$ cat config.mk
export PLATFORM = sky130hd
export DESIGN_NAME = gray_updown_counter
export DESIGN_NICKNAME = d
export VERILOG_FILES = /design/src/rtl/gray_updown_counter.sv
export SDC_FILE = /design/constraint.sdc
export NUM_CORES = 1
export LEC_CHECK = 0
export ABC_AREA = 0
export CAP_MARGIN = 30
export CELL_PAD_IN_SITES_DETAIL_PLACEMENT = 1
export CELL_PAD_IN_SITES_GLOBAL_PLACEMENT = 1
export CORE_AREA = 10 10 47 49
export DETAILED_ROUTE_END_ITERATION = 7
export DIE_AREA = 0 0 57 59
export HOLD_SLACK_MARGIN = 0.1
export PLACE_DENSITY_LB_ADDON = 0.1
export SLEW_MARGIN = 30
export SYNTH_ARGS = -nofsm -noshare
export SYNTH_HDL_FRONTEND = slang
export SYNTH_SLANG_ARGS = --single-unit
export TNS_END_PERCENT = 1
$ cat constraint.sdc
create_clock -name clk -period 2.6 [get_ports clk]
set_input_delay 0.65 -clock clk [delete_from_list [all_inputs] [get_ports clk]]
set_output_delay 0.65 -clock clk [all_outputs]
set_load 0.02 [all_outputs]
$ cat src/rtl/gray_updown_counter.sv
// Up/down counter whose state register holds a reflected binary Gray code, with wrap or saturate endpoints.
// Defining GRAY_CNT_LOAD_EN adds a synchronous binary load port (load, load_val) that has priority over counting.
module gray_updown_counter #(
   parameter int unsigned WIDTH = 3,
   parameter bit          WRAP  = 1'b1
) (
   input  logic             clk,
   input  logic             reset,
`ifdef GRAY_CNT_LOAD_EN
   input  logic             load,
   input  logic [WIDTH-1:0] load_val,
`endif
   input  logic             en,
   input  logic             up,
   output logic [WIDTH-1:0] q,
   output logic [WIDTH-1:0] bin,
   output logic             tc,
   output logic             evt
);

   localparam logic [WIDTH-1:0] MAX_BIN = '1;

   logic [WIDTH-1:0] q_q, q_d;
   logic             evt_q, evt_d;
   logic             at_max, at_min;

   function automatic logic [WIDTH-1:0] bin2gray(input logic [WIDTH-1:0] b);
      return b ^ (b >> 1);
   endfunction

   // Prefix XOR from the MSB down.
   function automatic logic [WIDTH-1:0] gray2bin(input logic [WIDTH-1:0] g);
      logic [WIDTH-1:0] b;
      b = '0;
      b[WIDTH-1] = g[WIDTH-1];
      for (int i = int'(WIDTH) - 2; i >= 0; i--) begin
         b[i] = b[i+1] ^ g[i];
      end
      return b;
   endfunction

   always_comb begin
      bin    = gray2bin(q_q);
      at_max = (bin == MAX_BIN);
      at_min = (bin == '0);
      tc     = en & ((up & at_max) | (~up & at_min));
   end

   always_comb begin
      q_d   = q_q;
      evt_d = 1'b0;
      if (en) begin
         if (up) begin
            if (!at_max) begin
               q_d = bin2gray(bin + WIDTH'(1));
            end else begin
               evt_d = 1'b1;
               if (WRAP) q_d = '0;
            end
         end else begin
            if (!at_min) begin
               q_d = bin2gray(bin - WIDTH'(1));
            end else begin
               evt_d = 1'b1;
               if (WRAP) q_d = bin2gray(MAX_BIN);
            end
         end
      end
`ifdef GRAY_CNT_LOAD_EN
      if (load) begin
         q_d   = bin2gray(load_val);
         evt_d = 1'b0;
      end
`endif
   end

   always_ff @(posedge clk or posedge reset) begin
      if (reset) begin
         q_q   <= '0;
         evt_q <= 1'b0;
      end else begin
         q_q   <= q_d;
         evt_q <= evt_d;
      end
   end

   assign q   = q_q;
   assign evt = evt_q;

endmodule
==> summary.txt <==
Drt
  – Post-route ant nets: 0
  – 1st-iter DRT viols: 0
  – DRC errors left: 0
  – Per-cell routed wire length: 12.00 um
  – DR vias/cell: 3.965
  – DRT Pass-1 Iters: 1
  – Routed WL: 684 um
  – Vias: 226

Min path
  – Min-Delay Path Class: flop to flop

Synth
  – Flop and latch count out of synthesis: 4
  – Syn avg cell area: 10.95 um^2
  – Synth Net Count: 30
  – Synth Warn #: 0
  – Cells after Synth: 24
  – Mapped Area: 262.8 um^2
  – Register area share after synthesis: 0.3810
  – Library cells used by synthesis: 15

Global routing
  – GRT Residual Overflow: 0
  – Initial antenna violation count: 0
  – Vias in the first global route: 275
  – Largest net degree at the start of global routing: 8
  – Gr usage total: 0.04770
  – First-pass GRT wire length: 1.186 mm

Clock network
  – Maximum clock insertion buffer count: 2
  – CTS clk-pin slew, worst paths: 40 ps
  – Number of H-tree levels: 1
  – Clk_lat worst skew: 230 ps
  – CTS root buffer: clkbuf_4
  – CTS tree: yes
  – CTS Sinks: 4
  – Hold_buf cts: 0
  – Total CTS buffers: 3
  – Post-CTS Setup Bufs: 0

Worst setup path
  – Crit path kind: input pin to primary output
  – Max FO, Critical Path: 2
  – WP data required: 1950 ps
  – Critical path launch point type: input pin
  – Crit path capture type: primary output
  – WP data arrival: 1820 ps

Pwr
  – LEAKAGE: 0.2145 nW
  – PD cells: 1511 nW/um^2
  – Peak VDD IR: 0.0008585 V
  – Total power: 0.0006732 W

Timing
  – Slew Viols, Final: 0
  – Fmax: 405.3 MHz
  – WHS: 545.4 ps
  – Crit share post-route: 0.9489
  – RSZ-0062 raised after global routing: false
  – Min Clock Period, post-route: 2467 ps
  – Worst slew pin tran: 229.4 ps
  – Max_slew headroom: 0.8466
  – Hold Fails Final Rpt: 0
  – Final worst slack: 132.9 ps
  – Clock skew: 1.758 ps
  – Final setup fails: 0

Place
  – Placer Congestion: 0.6268
  – Port Buffers: 11
  – Post-DP Area: 420.4 um^2
  – Placed cell count: 54
  – Worst slack at placement: -328.1 ps

Cells and area
  – NumNets Final: 49
  – Fin cells: 57
  – Layout overhead on the synthesized area: 69.52%
  – Fin area: 445.4 um^2
  – Fraction of layout cells with a size suffix above 1: 0.2927
  – Diode count: 0

Die
  – Num ports: 12
  – Core Rows: 14
  – Initial core utilization: 0.1875
  – Core ar.: 1401 um^2
  – Die height: 59 um
  – Die X: 57 um
  – Die area: 3363 um^2

Job
  – Maxcap violations: 0

Run status
  – Status: finished, final reports clean
-- layer usage --
| metal | part of all wire | wire length [um] | up-vias | track usage |
|---|---|---|---|---|
| li1 | - | - | 111 | - |
| met1 | 0.37 | 250 | 102 | 0.03957 |
| met2 | 0.44 | 301 | 11 | 0.06822 |
| met3 | 0.16 | 109 | 2 | 0.03219 |
| met4 | 0.034 | 23 | 0 | 0.06040 |
| met5 | 0 | 0 | - | 0 |
-- stage by stage --
stage	utilization	setup TNS, ps
final	0.3179	0
after global routing	0.3179	0
after CTS	0.3170	0
after detailed placement	0.3000	-328.1
after global placement	0.3000	-316.6
after floorplan	-	0
-- synth_stat cells --
master / instances / area (um^2)
ha_1: 2 / 25.02
clkbuf_2: 2 / 10.01
mux2_2: 1 / 11.26
a21oi_1: 1 / 5.000
nand3_1: 1 / 5.000
buf_4: 1 / 7.510
inv_1: 3 / 11.26
xnor3_1: 1 / 22.52
nor2b_1: 1 / 6.260
a21boi_1: 1 / 7.510
a31oi_1: 1 / 6.260
or3b_1: 1 / 8.760
mux2i_1: 1 / 10.01
dfrtp_1: 4 / 100.1
xnor2_1: 3 / 26.28
-- critical path, cell delays in order --
cell             delay, ps
clkdlybuf4s50_1        420
or3b_1                 370
a21boi_1               190
buf_2                  200
-- what timing repair did --
item | CTS | global route
setup endpoints to repair | 1 | 1
gates resized for setup | 3 | 2
cloned | 0 | 0
-- report_power, final --
part	internal, W	switching (W)	total, W
registers	0.0000910	0.0000264	0.000117
logic	0.000254	0.000227	0.000482
clock network	0.0000514	0.0000225	0.0000739
total	0.000397	0.000276	0.000673
-- kinds of logic after synthesis --
family,count (synthesis),synth area share
buf+inv,6,0.1095
xor+xnor,4,0.1857
flops,4,0.3810
compound gates,3,0.07144
simple gates,3,0.07619
mux,2,0.08095
fa+ha+maj,2,0.09522
-- worst paths after layout --
path / from / endpoint / slack [ps] / cells after the start
min in group asynchronous: reset / asynchronous set/reset pin / 610 / 2
hold / removal: q[0] / flop / 550 / 1
max in group asynchronous: reset / evt / 1840 / 2
hold reg to reg: q[0] / flop / 550 / 1
setup reg to reg: flop / evt / 1130 / 5
setup / recovery: up / tc / 130 / 4
-- final cells by class --
class | count | area (um^2)
Fill cell | 171 | 955.9
Timing Repair Buffer | 17 | 150.1
Multi-Input combinational cell | 14 | 141.4
Sequential cell | 4 | 100.1
Clock buffer | 3 | 22.52
Tap cell | 16 | 20.02
Inverter | 3 | 11.26
-- cell usage in the layout, fill, tap and decap left out, types with 2 or more instances in the layout --
cell type	synthesis	layout
clkdlybuf4s50_1	0	10
buf_4	1	6
dfrtp_1	4	4
inv_1	3	3
clkbuf_4	0	3
xnor2_1	3	2
ha_1	2	2
(Power assumes the default switching activity.)
